$ cat src/rtl/hmmm_pkg.sv
// Shared types for the multiply/divide unit: operation encoding and FSM states.
package hmmm_pkg;

  typedef enum logic [1:0] {
    OpMul  = 2'b00,
    OpDiv  = 2'b01,
    OpMod  = 2'b10,
    OpRsvd = 2'b11
  } muldiv_op_t;

  typedef enum logic [1:0] {
    StIdle,
    StCalc,
    StFix,
    StDone
  } muldiv_state_t;

endpackage

$ cat src/rtl/mux3.sv
// Three-input word mux; selects d0/d1/d2 by sel 0/1/2, zero for sel 3.
module mux3 #(
  parameter int unsigned W = 16
) (
  input  logic [1:0]   i_sel,
  input  logic [W-1:0] i_d0,
  input  logic [W-1:0] i_d1,
  input  logic [W-1:0] i_d2,
  output logic [W-1:0] o_y
);

  always_comb begin
    o_y = '0;
    case (i_sel)
      2'd0:    o_y = i_d0;
      2'd1:    o_y = i_d1;
      2'd2:    o_y = i_d2;
      default: o_y = '0;
    endcase
  end

endmodule

$ cat src/rtl/muldiv_unit.sv
// Iterative signed multiply/divide/modulo: radix-2 on magnitudes for W cycles,
// then one sign-fix cycle and a one-cycle done pulse.
module muldiv_unit
  import hmmm_pkg::*;
#(
  parameter int unsigned W = 16
) (
  input  logic         clk,
  input  logic         reset_n,
  input  logic         start,
  input  logic [1:0]   op,
  input  logic [W-1:0] a,
  input  logic [W-1:0] b,
  output logic         busy,
  output logic         done,
  output logic [W-1:0] result,
  output logic         div_by_zero
);

  localparam int unsigned CntW = $clog2(W + 1);

  muldiv_state_t r_state, w_state_next;
  muldiv_op_t    r_op;
  logic [CntW-1:0] r_cnt;
  logic          r_sign_a, r_sign_b;
  // r_x: MUL multiplicand (shifts left) / DIV dividend becoming quotient.
  // r_y: MUL multiplier (shifts right) / DIV divisor.
  // r_acc: MUL partial product / DIV partial remainder.
  logic [W-1:0]  r_x, r_y, r_acc;
  logic [W-1:0]  r_result;
  logic          r_dbz;

  logic [W-1:0]  w_a_mag, w_b_mag;
  logic [W-1:0]  w_x_next, w_y_next, w_acc_next;
  logic [W:0]    w_rem_shift, w_diff;
  logic [W-1:0]  w_prod_s, w_quo_s, w_rem_s, w_sel, w_fix_result;
  logic          w_sign_diff, w_dbz;

  assign w_a_mag = a[W-1] ? -a : a;
  assign w_b_mag = b[W-1] ? -b : b;

  always_comb begin
    w_x_next    = r_x;
    w_y_next    = r_y;
    w_acc_next  = r_acc;
    w_rem_shift = '0;
    w_diff      = '0;
    if (r_op == OpMul) begin
      if (r_y[0]) begin
        w_acc_next = r_acc + r_x;
      end
      w_x_next = r_x << 1;
      w_y_next = r_y >> 1;
    end else begin
      w_rem_shift = {r_acc, r_x[W-1]};
      w_diff      = w_rem_shift - {1'b0, r_y};
      if (!w_diff[W]) begin
        w_acc_next = w_diff[W-1:0];
        w_x_next   = {r_x[W-2:0], 1'b1};
      end else begin
        w_acc_next = w_rem_shift[W-1:0];
        w_x_next   = {r_x[W-2:0], 1'b0};
      end
    end
  end

  assign w_sign_diff = r_sign_a ^ r_sign_b;
  assign w_prod_s    = w_sign_diff ? -r_acc : r_acc;
  assign w_quo_s     = w_sign_diff ? -r_x : r_x;
  assign w_rem_s     = r_sign_a ? -r_acc : r_acc;
  assign w_dbz       = ((r_op == OpDiv) || (r_op == OpMod)) && (r_y == '0);

  mux3 #(
    .W(W)
  ) u_mux3 (
    .i_sel(r_op),
    .i_d0 (w_prod_s),
    .i_d1 (w_quo_s),
    .i_d2 (w_rem_s),
    .o_y  (w_sel)
  );

  assign w_fix_result = (w_dbz || (r_op == OpRsvd)) ? '0 : w_sel;

  always_comb begin
    w_state_next = r_state;
    case (r_state)
      StIdle:  if (start) w_state_next = StCalc;
      StCalc:  if (r_cnt == CntW'(W - 1)) w_state_next = StFix;
      StFix:   w_state_next = StDone;
      StDone:  w_state_next = StIdle;
      default: w_state_next = StIdle;
    endcase
  end

  always_ff @(posedge clk or negedge reset_n) begin
    if (!reset_n) begin
      r_state  <= StIdle;
      r_op     <= OpMul;
      r_cnt    <= '0;
      r_sign_a <= 1'b0;
      r_sign_b <= 1'b0;
      r_x      <= '0;
      r_y      <= '0;
      r_acc    <= '0;
      r_result <= '0;
      r_dbz    <= 1'b0;
    end else begin
      r_state <= w_state_next;
      case (r_state)
        StIdle: begin
          if (start) begin
            r_op     <= muldiv_op_t'(op);
            r_sign_a <= a[W-1];
            r_sign_b <= b[W-1];
            r_x      <= w_a_mag;
            r_y      <= w_b_mag;
            r_acc    <= '0;
            r_cnt    <= '0;
          end
        end
        StCalc: begin
          r_x   <= w_x_next;
          r_y   <= w_y_next;
          r_acc <= w_acc_next;
          r_cnt <= r_cnt + CntW'(1);
        end
        StFix: begin
          r_result <= w_fix_result;
          r_dbz    <= w_dbz;
        end
        default: ;
      endcase
    end
  end

  assign busy        = (r_state != StIdle);
  assign done        = (r_state == StDone);
  assign result      = r_result;
  assign div_by_zero = r_dbz;

endmodule

$ cat config.mk
export PLATFORM = sky130hd
export DESIGN_NAME = muldiv_unit
export DESIGN_NICKNAME = d
export VERILOG_FILES = /design/src/rtl/hmmm_pkg.sv /design/src/rtl/mux3.sv /design/src/rtl/muldiv_unit.sv
export SDC_FILE = /design/constraint.sdc
export NUM_CORES = 1
export LEC_CHECK = 0
export ABC_AREA = 0
export BUFFER_PORTS_ARGS = -buffer_cell sky130_fd_sc_hd__buf_2
export CORE_ASPECT_RATIO = 1.5
export CORE_UTILIZATION = 35
export CTS_BUF_LIST = sky130_fd_sc_hd__clkbuf_8
export CTS_CLUSTER_DIAMETER = 60
export DETAILED_ROUTE_END_ITERATION = 12
export PLACE_DENSITY = 0.5
export REMOVE_ABC_BUFFERS = 1
export SKIP_CTS_REPAIR_TIMING = 1
export SKIP_LAST_GASP = 1
export SYNTH_ARGS = -nofsm -noshare
export SYNTH_HDL_FRONTEND = slang
export SYNTH_SLANG_ARGS = --single-unit
$ cat constraint.sdc
create_clock -name clk -period 2.9 [get_ports clk]
set_clock_uncertainty 0.15 [all_clocks]
set_input_delay 0.58 -clock clk [delete_from_list [all_inputs] [get_ports clk]]
set_output_delay 0.58 -clock clk [all_outputs]
set_load 0.02 [all_outputs]
# Yosys cells after proc, flatten, opt, wreduce, memory -nomap -nowiden
# Index checks and enable logic that the tools add are counted.
[classes] add_sub_neg=7 n_eq_ne=11 n_mux=24 n_bitwise=1 n_reduce_logical=13
[op_table] operator="16-bit two-way mux" n=13
[op_table] operator="16-bit one-hot mux with 2 select lines" n=3
[op_table] operator="16-bit negator" n=4
[op_table] operator="16-bit one-hot mux with 3 select lines" n=1
[op_table] operator="17-bit by 16-bit subtractor with 17-bit output" n=1
[op_table] operator="16-bit adder" n=1
[op_table] operator="16-bit zero test" n=1
[op_table] operator="5-bit one-hot mux with 2 select lines" n=1
[op_table] operator="2-bit equality test, second input constant" n=4
[op_table] operator="2-bit one-hot mux with 4 select lines" n=1
[op_table] operator="2-bit inequality test, second input constant" n=3
[op_table] operator="2-bit AND reduction" n=3
[op_table] operator="3-bit AND reduction" n=2
[op_table] operator="5-bit by 1-bit adder with 5-bit output, second input constant" n=1
[op_table] operator="5-bit by 4-bit equality test with 1-bit output, second input constant" n=1
[op_table] operator="5-bit two-way mux" n=1
[op_table] operator="2-bit by 1-bit equality test with 1-bit output, second input constant" n=2
[op_table] operator="2-bit zero test" n=2
[op_table] operator="2-bit two-way mux" n=2
[op_table] operator="2-bit nonzero test" n=2
[op_table] operator="3-bit inequality test, second input constant" n=1
[op_table] operator="1-bit logical OR" n=2
[op_table] operator="1-bit two-way mux" n=2
[op_table] operator="1-bit logical AND" n=1
[op_table] operator="1-bit XOR" n=1
[totals] regBits=76 inputBits=37 word_cells=66

# Depth between registers and ports, before layout
# Gate-level depths: netlist of run 1.
[depth] ltp_word=5 depth_mapped=13

# Modules after synthesis
# From an unflattened synthesis of run 1, not the netlist that was laid out.
[hier_totals] cells_unflattened=844 area_unflattened_um2=6869.1
[modules_own_cells] module="muldiv_unit" instances=1 cells_each=805 area_each_um2=6487.5 seq_area_each_um2=1901.8
[modules_own_cells] module="mux3" instances=1 cells_each=39 area_each_um2=381.6 seq_area_each_um2=0.0

# Worst setup path after synthesis of run 1
# Ideal clock, no wire load.
[synth_path] path_type="reg2reg" startpoint="reg r_x[15]" endpoint="reg r_acc[14]" t_arrival_ns=2.654 required_ns=2.616 slack_ns=-0.038 stages_incl_launch_ff=14 path_buffers=2 synth_period_minus_slack_ns=2.938 cell_sequence="dfrtp_1 inv_1 ha_1 fa_1 nor2b_1 o2111ai_1 a31oi_1 o21ai_0 and3_1 clkbuf_1 or2_1 buf_2 a221oi_1 a22oi_1"
[synth_via] elab_chain_cells=4
[synth_rtl] element="start, declared" line_no="muldiv_unit.sv:29" source="logic [W-1:0] r_x, r_y, r_acc;"
[synth_rtl] element="start signal, assigned" line_no="muldiv_unit.sv:116" source="r_x <= w_a_mag;"
[synth_rtl] element="start signal, assigned" line_no="muldiv_unit.sv:123" source="r_x <= w_x_next;"
[synth_rtl] element="17-bit by 16-bit subtractor with 17-bit output" line_no="muldiv_unit.sv:56" source="w_diff = w_rem_shift - {1'b0, r_y};"
[synth_rtl] element="16-bit two-way mux" line_no="muldiv_unit.sv:57" source="if (!w_diff[W]) begin"
[synth_rtl] element="16-bit two-way mux" line_no="muldiv_unit.sv:48" source="if (r_op == OpMul) begin"
[synth_rtl] element="16-bit one-hot mux with 2 select lines" line_no="muldiv_unit.sv:110" source="case (r_state)"
[synth_rtl] element="end signal, assigned" line_no="muldiv_unit.sv:125" source="r_acc <= w_acc_next;"
[synth_rtl] element="end, declared" line_no="muldiv_unit.sv:29"
# Every way passes these cells.
# A chain may end at the register's enable or synchronous reset.

# Worst setup path after layout of run 1
[layout_path] startpoint="reg r_acc[0]" endpoint="reg r_result[10] (netlist: result[10])"
[layout_via] elab_chain_cells=4 word_cells_on_any_way=5 classes_between="add/sub (1); mux (4)"
[layout_rtl] element="16-bit negator (*)" line_no="muldiv_unit.sv:68, muldiv_unit.sv:70"
[layout_rtl] element="16-bit two-way mux (on tied branches)" line_no="muldiv_unit.sv:70, muldiv_unit.sv:68"
[layout_rtl] element="16-bit one-hot mux with 3 select lines (*)" line_no="mux3.sv:14" source="case (i_sel)"
[layout_rtl] element="16-bit two-way mux (*)" line_no="muldiv_unit.sv:83" source="assign w_fix_result = (w_dbz || (r_op == OpRsvd)) ? '0 : w_sel;"
[layout_rtl] element="end signal, assigned" line_no="muldiv_unit.sv:129" source="r_result <= w_fix_result;"
[layout_rtl] element="end, declared" line_no="muldiv_unit.sv:30" source="logic [W-1:0] r_result;"
# Mark *: on every way between the ends. The rest lies on a longest branch, timed or not.

==> run_results.csv, run 1 <==
group,metric,value,unit
sta,worst_slew_pin_slew,887,ps
final_layout,seq_area,1900,µm²
critical_path,max_stage_delay,430,ps
job,maxCapViolCount,0,
global_routing,grt.total_usage,20.9,%
placement,io_buffers,55,
routing,drc,0,
hold_path,hold_path.class,"input pin to asynchronous set/reset pin",
sta,hold_viol_final,0,
global_routing,grtUsageMet1,23.3,%
routing,via_per_inst,5.31,
placement,dp_slack,-152,ps
logic_synthesis,synth.yosys.warnings,0,
sta,period_needed,2800,ps
logic_synthesis,synth_area,6740,µm²
logic_synthesis,synth_top_area_share,28.2,%
global_routing,overflow,0,
sta,layout_setup_ws,95.6,ps
floorplanning,rows,61,
cts,htree_levels,3,
critical_path,critical-path-top-delay-family,"simple AND/OR/NAND/NOR gates",
routing,routed-via-count,6436,
logic_synthesis,yosysMostFrequentCell,"o21ai_0",
final_layout,fill_cells,1935,
critical_path,end_kind,"flip-flop",
cts,cts_buffers,9,
cts,cts_tree,"done",
logic_synthesis,synth-main-ff-cell,"dfrtp_1",
critical_path,r2r_slack,100,ps
global_routing,gr-usage-met3,2.38,%
logic_synthesis,synth_cells,848,
cts,cts.root.buffer_cell,"clkbuf_8",
logic_synthesis,yosysTopAreaCell,"dfrtp_1",
run_status,status,"complete, no violations",
critical_path,worst-path-buf-inv,1,
routing,wl_per_cell,16.5,µm
power,p_leak,0.00372,µW
critical_path,crit_required,2980,ps
sta,finalMaxSlewViolations,0,
final_layout,final_nets,1040,
routing,postRouteAntennaNets,0,
floorplanning,initial_core_util,36.1,%
sta,fmax,357,MHz
floorplanning,die_area,19800,µm²
sta,slew-limit-headroom,40.7,%
critical_path,path_cells,"inv_2 > ha_4 > or3b_4 > or2_4 > or4_4 > or3_4 > a222oi_1 > o2bb2ai_1",
logic_synthesis,ys_seq_elements,76,
cts,clkLatencyLatePin,360,ps
cts,clk_path_buf_depth,2,
critical_path,critPathKind,"flip-flop to flip-flop",
critical_path,reg2regPathDepth,8,
global_routing,top_usage_layer,"met2",
power,p_per_area,1210,nW/µm²
routing,drtIter0Drc,308,
floorplanning,io_pins,56,
final_layout,multi_input_area,4720,µm²
global_routing,grt_pass1_wl,32100,µm
logic_synthesis,netlist_top_cells_area,"dfrtp_1 (28%), ha_1 (8.5%), o21ai_0 (6.2%)",
placement,hpwlAfterDp,15700,µm
sta,post-route-period-util,96.7,%
final_layout,drive_gt1_share,21.3,%
final_layout,synthToLayoutAreaGrowth,22.2,%
final_layout,utilization,44.1,%
logic_synthesis,synth_area_per_cell,7.95,µm²
floorplanning,die_x,115,µm
power,p_total,9930,µW
critical_path,crit_fanout,4,
sta,rsz0062_at_grt,"yes",
logic_synthesis,seq_area_frac_synth,28.2,%
placement,place.gp.congestion,0.857,
routing,drt_wl_total,20000,µm
global_routing,grt_util_met2,39.9,%
critical_path,cp-start-kind,"flip-flop",
global_routing,grt_pass1_vias,6420,
logic_synthesis,async_flop_share,100,%
logic_synthesis,synth_commonest_cells,"o21ai_0 (84), nand2_1 (83), a21oi_1 (81)",
critical_path,crit_arrival,2880,ps
floorplanning,core_area,18700,µm²
critical_path,r2r-end,"result[10]$_DFFE_PN0P_",
cts,cts_sinks,76,
sta,finalSetupViolations,0,
routing,detail_route.first_pass.iterations,5,
sta,hold_ws,33.5,ps
global_routing,antenna_found_initial,0,
power,ir_drop,0.000539,V
floorplanning,die_h,172,µm
logic_synthesis,ys_types,68,
critical_path,r2r_start,"r_acc[0]$_DFFE_PN0P_",
global_routing,grt_max_degree,43,
cts,clk_pin_slew,80,ps
final_layout,diodes,0,
critical_path,critPathSlowestCell,"dfrtp_1",
logic_synthesis,synth_edf_count,0,
## metal layers
metal	share of wire [%]	vias to the layer above
met1	42	3025
met5	0	-
met3	2.0	20
met2	53	92
met4	2.6	0
li1	-	3299
## how the worst max path moves through the flow
stage	slack, ps	to	cells after the start	start
after floorplan	-1550	r_acc[15]$_DFFE_PN0P_	6	r_state[1]$_DFFE_PN0P_
final	100	result[10]$_DFFE_PN0P_	8	r_acc[0]$_DFFE_PN0P_
after global placement	-30	r_acc[10]$_DFFE_PN0P_	11	r_x[15]$_DFFE_PN0P_
after detailed placement	-150	r_acc[15]$_DFFE_PN0P_	12	r_x[15]$_DFFE_PN0P_
after CTS	-180	r_acc[15]$_DFFE_PN0P_	12	r_x[15]$_DFFE_PN0P_
after global routing	-80	r_acc[15]$_DFFE_PN0P_	9	r_acc[1]$_DFFE_PN0P_
## cell families after synthesis
kind of cell    Yosys count  share of synthesized area [%]
fa+ha+maj                48                           9.13
flops                    76                           28.2
xor+xnor                 71                           9.22
compound gates          287                           26.8
simple gates            262                           18.8
buf+inv                  85                           4.94
mux                      19                           2.91
## per-stage QoR
| step | instance area (µm²) | TNS (ps) | cells |
|---|---|---|---|
| 2_1_floorplan | 6570 | -63680 | 806 |
| 3_3_place_gp | 7800 | -91.3 | 1194 |
| 3_5_place_dp | 7800 | -1060 | 1194 |
| 4_1_cts | 8010 | -1410 | 1210 |
| 5_1_grt | 8240 | -161 | 1212 |
| 6_report | 8240 | 0 | 1212 |
## placed cells by master (no fill, tap or decap), types with 5 or more instances in the layout
cell / count
nand3_1: 12
nor4_1: 5
nor3b_1: 5
buf_4: 81
nand2_1: 83
a31oi_1: 7
a22oi_1: 14
inv_1: 40
buf_2: 54
and3_1: 5
or3_1: 5
a21oi_2: 7
dfrtp_1: 74
xnor2_1: 32
nor2b_1: 15
a211oi_1: 8
nor3_1: 22
o2bb2ai_1: 15
xor2_1: 39
a222oi_1: 5
clkbuf_8: 11
mux2_2: 5
a21oi_1: 74
o21ai_1: 5
nor2_1: 68
nand2b_1: 6
a221oi_1: 7
mux2i_1: 14
o31ai_1: 12
ha_1: 41
or4_1: 5
o21ai_0: 79
a21o_1: 11
## sequential cells by signal (all words and copies together), names as in the netlist, 2 cells and up
signal   cells
r_cnt        5
r_state      2
result      16
r_op         2
r_x         16
r_acc       16
r_y         16
## worst reg2reg max path: cells and delay by family, from the launching register on
family	cells	cell delay [ps]
compound gates	2	420
fa+ha+maj	1	140
buf+inv	1	140
flops	1	430
simple gates	4	1390
## report_power, final
group	switching, µW	total [µW]	internal (µW)
registers	469	1960	1490
logic	3990	7100	3100
clock network	428	868	440
total	4890	9930	5040
## area by class of cell
type,instances,area share (%)
Timing Repair Buffer,138,11.3
Inverter,43,1.96
Tap cell,252,3.83
Clock buffer,11,1.84
Multi-Input combinational cell,687,57.4
Sequential cell,76,23.1
Clock inverter,5,0.623
Power figures use the tool's default switching activity.
==> run 2: changes to the inputs <==
--- a/config.mk
+++ b/config.mk
@@ -12,7 +12,7 @@
 export CTS_BUF_LIST = sky130_fd_sc_hd__clkbuf_8
 export CTS_CLUSTER_DIAMETER = 60
 export DETAILED_ROUTE_END_ITERATION = 12
-export PLACE_DENSITY = 0.5
+export PLACE_DENSITY = 0.48
 export REMOVE_ABC_BUFFERS = 1
 export SKIP_CTS_REPAIR_TIMING = 1
 export SKIP_LAST_GASP = 1
==> constraint.sdc (replaced) <==
create_clock -name clk -period 3 [get_ports clk]
set_clock_uncertainty 0.15 [all_clocks]
set_input_delay 0.6 -clock clk [delete_from_list [all_inputs] [get_ports clk]]
set_output_delay 0.6 -clock clk [all_outputs]
set_load 0.02 [all_outputs]
==> run 2 against run 1 <==
Count of clock-buffer cells in the layout decreased by 1. Sequential power shrank 4%. Critical path depth increased by 4. Final cell count shrank 2.1%. Maximum frequency shrank 4.4%. Worst hold slack better by 70 ps. Combinational power shrank 9.2%. Sequential share of layout area is 0.82 points higher. Wire length rose by 2.5%. Die area stayed put. Total power fell by 6.9%. First-iteration DRC count fell by 19%. Largest power group unchanged.
==> run_results.csv, run 2 (same netlist as run 1, synthesis figures left out) <==
group,metric,value,unit
run_status,status,"complete, no violations",
global_routing,top_usage_layer,"met2",
placement,place.gp.congestion,0.938,
floorplanning,die_x,115,µm
final_layout,drive_gt1_share,17.6,%
sta,slew-limit-headroom,34.4,%
global_routing,grt_max_degree,48,
global_routing,grt.total_usage,21.6,%
final_layout,multi_input_area,4630,µm²
sta,finalMaxSlewViolations,0,
floorplanning,die_h,172,µm
cts,clk_pin_slew,90,ps
critical_path,critPathKind,"flip-flop to flip-flop",
power,p_per_area,1160,nW/µm²
routing,postRouteAntennaNets,0,
placement,hpwlAfterDp,16400,µm
global_routing,antenna_found_initial,0,
final_layout,utilization,42.5,%
global_routing,grtUsageMet1,23.0,%
floorplanning,die_area,19800,µm²
sta,period_needed,2930,ps
sta,fmax,341,MHz
final_layout,layout_common_cells,"nand2_1 (83), o21ai_0 (80), a21oi_1 (78)",
cts,cts_buffers,9,
final_layout,seq_area,1900,µm²
cts,cts_tree,"done",
sta,finalSetupViolations,0,
global_routing,grt_util_met2,43.2,%
floorplanning,initial_core_util,36.1,%
critical_path,crit_fanout,11,
hold_path,hold_path.class,"input pin to asynchronous set/reset pin",
global_routing,overflow,0,
final_layout,final_nets,1014,
job,maxCapViolCount,0,
cts,cts.root.buffer_cell,"clkbuf_8",
global_routing,grt_pass1_wl,33100,µm
critical_path,crit_required,3090,ps
cts,htree_levels,3,
floorplanning,core_area,18700,µm²
final_layout,final_common_cell,"nand2_1",
sta,hold_ws,103,ps
floorplanning,rows,61,
placement,dp_slack,-61.0,ps
sta,hold_viol_final,0,
routing,drt_wl_total,20500,µm
sta,layout_setup_ws,65.6,ps
sta,worst_slew_pin_slew,981,ps
sta,rsz0062_at_grt,"yes",
power,ir_drop,0.000323,V
critical_path,crit_arrival,3020,ps
cts,cts_sinks,76,
global_routing,grt_pass1_vias,6679,
placement,dp_cells,1165,
final_layout,synthToLayoutAreaGrowth,18.0,%
final_layout,fill_cells,1907,
power,p_leak,0.00359,µW
final_layout,fin_cells,1186,
routing,via_per_inst,5.45,
floorplanning,io_pins,56,
critical_path,end_kind,"flip-flop",
cts,clkLatencyLatePin,370,ps
placement,io_buffers,55,
routing,detail_route.first_pass.iterations,5,
final_layout,diodes,0,
critical_path,cp-start-kind,"flip-flop",
routing,drc,0,
cts,clk_path_buf_depth,2,
routing,routed-via-count,6463,
routing,wl_per_cell,17.3,µm
routing,drtIter0Drc,251,
sta,post-route-period-util,97.8,%
power,p_total,9250,µW
global_routing,gr-usage-met3,2.21,%
run 2: cell types whose count changed in the layout (fill, tap and decap cells not counted), moves of 2 or more:
cell / previous run / this run
clkinv_4: 0 / 2
ha_4: 4 / 0
clkinv_2: 2 / 0
a21oi_1: 74 / 78
inv_1: 40 / 42
a41oi_2: 2 / 0
buf_4: 81 / 57
ha_1: 41 / 44
inv_2: 3 / 1
a41oi_1: 0 / 2
a21oi_2: 7 / 3
run 2: area by class of cell:
type / count / area share [%]
clock inverters: 6 / 1.12
clock buffers: 10 / 1.73
multi-input cells: 687 / 58.2
inverters: 43 / 2.03
repair buffers: 112 / 9.03
flip-flops and latches: 76 / 23.9
well taps: 252 / 3.96
run 2: where the power goes:
part	switching [µW]	leakage, µW	internal, µW
clock network	421	0.000114	491
registers	443	0.000970	1440
logic	3790	0.00250	2650
total	4660	0.00359	4590
run 2: stage by stage:
step | TNS [ps] | cell area (µm²)
finish | 0 | 7960
floorplan | -58680 | 6570
detailed placement | -235 | 7570
CTS | -375 | 7800
global route | -218 | 7960
global placement | 0 | 7570
run 2: per-layer routing:
layer / wire [µm] / part of all wire (%) / vias to the layer above
li1: - / - / 3246
met3: 402 / 2.0 / 23
met4: 332 / 1.6 / 0
met5: 0 / 0 / -
met1: 8280 / 40 / 3096
met2: 11500 / 56 / 98
run 2: final timing paths:
path | cells after the start | start | slack (ps) | to
worst max-delay path | 12 | r_x[15]$_DFFE_PN0P_ | 70 | r_acc[15]$_DFFE_PN0P_
worst min-delay path | 1 | reset_n | 100 | r_y[4]$_DFFE_PN0P_
worst max register to register | 12 | r_x[15]$_DFFE_PN0P_ | 70 | r_acc[15]$_DFFE_PN0P_
worst min register to register | 1 | result[9]$_DFFE_PN0P_ | 340 | result[9]$_DFFE_PN0P_
max in group asynchronous | 2 | reset_n | 1970 | result[15]$_DFFE_PN0P_
min in group clk | 2 | op[0] | 300 | r_op[0]$_DFFE_PN0P_
run 2: worst max-delay path, cell delays in order, from the launching register on:
cell       delay (ps)
dfrtp_1           350
inv_1              70
ha_1              220
fa_2              370
nor2b_2           160
o2111ai_2         150
a31oi_2           250
o21ai_1           100
and3_2            250
buf_4             190
o211a_1           220
a221oi_2          190
o311ai_1          130
==> run 3: changes to the inputs <==
--- a/config.mk
+++ b/config.mk
@@ -5,7 +5,7 @@
 export SDC_FILE = /design/constraint.sdc
 export NUM_CORES = 1
 export LEC_CHECK = 0
-export ABC_AREA = 0
+export ABC_AREA = 1
 export BUFFER_PORTS_ARGS = -buffer_cell sky130_fd_sc_hd__buf_2
 export CORE_ASPECT_RATIO = 1.5
 export CORE_UTILIZATION = 35
==> run 3 against run 2 <==
Synthesized cell count rose by 37%. Total power rose by 8.7%. Non-clock buffer count fell by 32. Core utilization fell by 2.1 points. Count of clock-buffer cells in the layout fell by 1. Critical endpoint is now r_acc[5]$_DFFE_PN0P_. Final cell count rose by 25%. Sequential cell count did not move. Area after synthesis rose by 6.0%. Highest routed layer unchanged.
==> run_results.csv, run 3 <==
group,metric,value,unit
critical_path,crit_fanout,13,
sta,fmax,375,MHz
cts,clkLatencyLatePin,400,ps
critical_path,end_kind,"flip-flop",
routing,postRouteAntennaNets,0,
logic_synthesis,ys_seq_elements,76,
placement,hpwlAfterDp,19000,µm
logic_synthesis,synth_cells,1161,
critical_path,critPathKind,"flip-flop to flip-flop",
critical_path,crit_start,"r_x[15]$_DFFE_PN0P_",
final_layout,drive_gt1_share,8.96,%
critical_path,crit_arrival,2800,ps
global_routing,grt_max_degree,40,
sta,layout_setup_ws,332,ps
sta,worst_slew_pin_slew,694,ps
power,p_per_area,1250,nW/µm²
sta,fin_setup_tns,0,ps
sta,hold_viol_final,0,
placement,place.gp.congestion,0.883,
critical_path,r2r-end,"r_acc[5]$_DFFE_PN0P_",
logic_synthesis,netlist_top_cells_area,"dfrtp_1 (27%), nand2_1 (19%), inv_1 (8.1%)",
routing,via_per_inst,5.01,
cts,cts_sinks,76,
logic_synthesis,seq_area_frac_synth,26.6,%
cts,clk_path_buf_depth,2,
floorplanning,die_h,177,µm
critical_path,reg2regPathDepth,16,
logic_synthesis,synth-main-ff-cell,"dfrtp_1",
placement,dp_slack,307,ps
power,p_total,10100,µW
critical_path,r2r_start,"r_x[15]$_DFFE_PN0P_",
logic_synthesis,muxShareOfSynthArea,0,%
sta,finalMaxSlewViolations,0,
logic_synthesis,async_flop_share,100,%
sta,post-route-period-util,88.9,%
routing,wl_per_cell,15.7,µm
critical_path,r2r_slack,330,ps
routing,drc,0,
logic_synthesis,synth_area_per_cell,6.16,µm²
routing,drt_wl_total,23300,µm
final_layout,final_nets,1307,
logic_synthesis,yosysMostFrequentCell,"nand2_1",
job,maxCapViolCount,0,
sta,rsz0062_at_grt,"no",
critical_path,worstSetupEndpoint,"r_acc[5]$_DFFE_PN0P_",
floorplanning,initial_core_util,36.0,%
logic_synthesis,synth_area,7150,µm²
logic_synthesis,synth_commonest_cells,"nand2_1 (365), inv_1 (154), nor2_1 (103)",
logic_synthesis,synth_top_family_by_area,"simple AND/OR/NAND/NOR gates",
final_layout,diodes,0,
global_routing,grt_pass1_vias,7364,
global_routing,overflow,0,
logic_synthesis,synth_fa_ha_area_share,8.61,%
logic_synthesis,synth.yosys.warnings,0,
logic_synthesis,synth_edf_count,0,
logic_synthesis,synth_xor_area_share,2.45,%
sta,finalSetupViolations,0,
floorplanning,rows,63,
critical_path,cp-start-kind,"flip-flop",
cts,clk_pin_slew,100,ps
power,ir_drop,0.000538,V
sta,period_needed,2670,ps
floorplanning,core_area,19900,µm²
logic_synthesis,synth_compound_area_share,16.6,%
final_layout,layout_common_cells,"nand2_1 (365), inv_1 (154), nor2_1 (103)",
placement,io_buffers,55,
routing,routed-via-count,7453,
cts,cts_tree,"done",
global_routing,grt.total_usage,23.4,%
routing,drtIter0Drc,349,
hold_path,hold_path.class,"input pin to asynchronous set/reset pin",
final_layout,synthToLayoutAreaGrowth,12.6,%
power,p_leak,0.00437,µW
routing,detail_route.first_pass.iterations,5,
logic_synthesis,synth_simple_gate_area_share,35.6,%
global_routing,grt_pass1_wl,38100,µm
sta,slew-limit-headroom,53.6,%
critical_path,crit_required,3140,ps
cts,cts.root.buffer_cell,"clkbuf_8",
final_layout,final_common_cell,"nand2_1",
cts,htree_levels,3,
floorplanning,io_pins,56,
floorplanning,die_area,21000,µm²
cts,cts_buffers,9,
floorplanning,die_x,119,µm
logic_synthesis,synth_top_area_share,26.6,%
logic_synthesis,ys_types,37,
logic_synthesis,yosysTopAreaCell,"dfrtp_1",
run_status,status,"complete, no violations",
global_routing,antenna_found_initial,0,
[run 3: worst min-delay path by stage]
stage	to	slack, ps
after floorplan	div_by_zero$_DFFE_PN0P_	150
after global placement	result[4]$_DFFE_PN0P_	310
after detailed placement	result[14]$_DFFE_PN0P_	310
after CTS	r_acc[10]$_DFFE_PN0P_	10
after global routing	r_acc[10]$_DFFE_PN0P_	30
final	r_acc[10]$_DFFE_PN0P_	6
[run 3: area by class of cell]
| type | count | area, µm² |
|---|---|---|
| Clock buffer | 9 | 124 |
| Clock inverter | 7 | 108 |
| Fill cell | 2305 | 11800 |
| Inverter | 160 | 601 |
| Multi-Input combinational cell | 895 | 4520 |
| Sequential cell | 76 | 1900 |
| Tap cell | 260 | 325 |
| Timing Repair Buffer | 80 | 465 |
[run 3: logic make-up after synthesis]
group / Yosys count
flip-flops: 76
XOR/XNOR: 20
AO/OA/AOI/OAI: 212
AND/OR/NAND/NOR: 615
adder cells (fa/ha/maj): 48
buffers and inverters: 190
[run 3: per-layer routing]
metal  part of all wire (%)  vias to the layer above  GRT usage [%]
met5                      0                        -              0
met1                     41                     3377           26.1
met4                    4.5                        0           12.6
met3                    2.2                       44           2.32
met2                     52                      127           43.6
li1                       -                     3905              -
[run 3: where the power goes]
group	internal, µW	switching (µW)
clock	485	490
combinational	2420	4710
sequential	1460	495
[run 3: critical path, stage by stage (launching register included)]
cell     delay (ps)
dfrtp_1         350
inv_1            70
ha_1            230
fa_1            360
inv_1            70
nand2_1          60
nand2_1          90
nand3_1          80
nand2_1         150
nand2_1          90
nand3_1         140
nand2_2         220
buf_4           230
nand2_1          60
nand2_1          40
nor2_1          100
o21ai_1          60
[run 3: through the flow]
step	util [%]	hold slack, ps	cell area, µm²	cells
6_report	40.5	6.41	8040	1487
5_1_grt	40.5	31.1	8040	1487
4_1_cts	40.5	13.9	8040	1487
3_5_place_dp	39.3	310	7810	1471
3_3_place_gp	39.3	310	7810	1471
2_1_floorplan	-	154	7020	1131
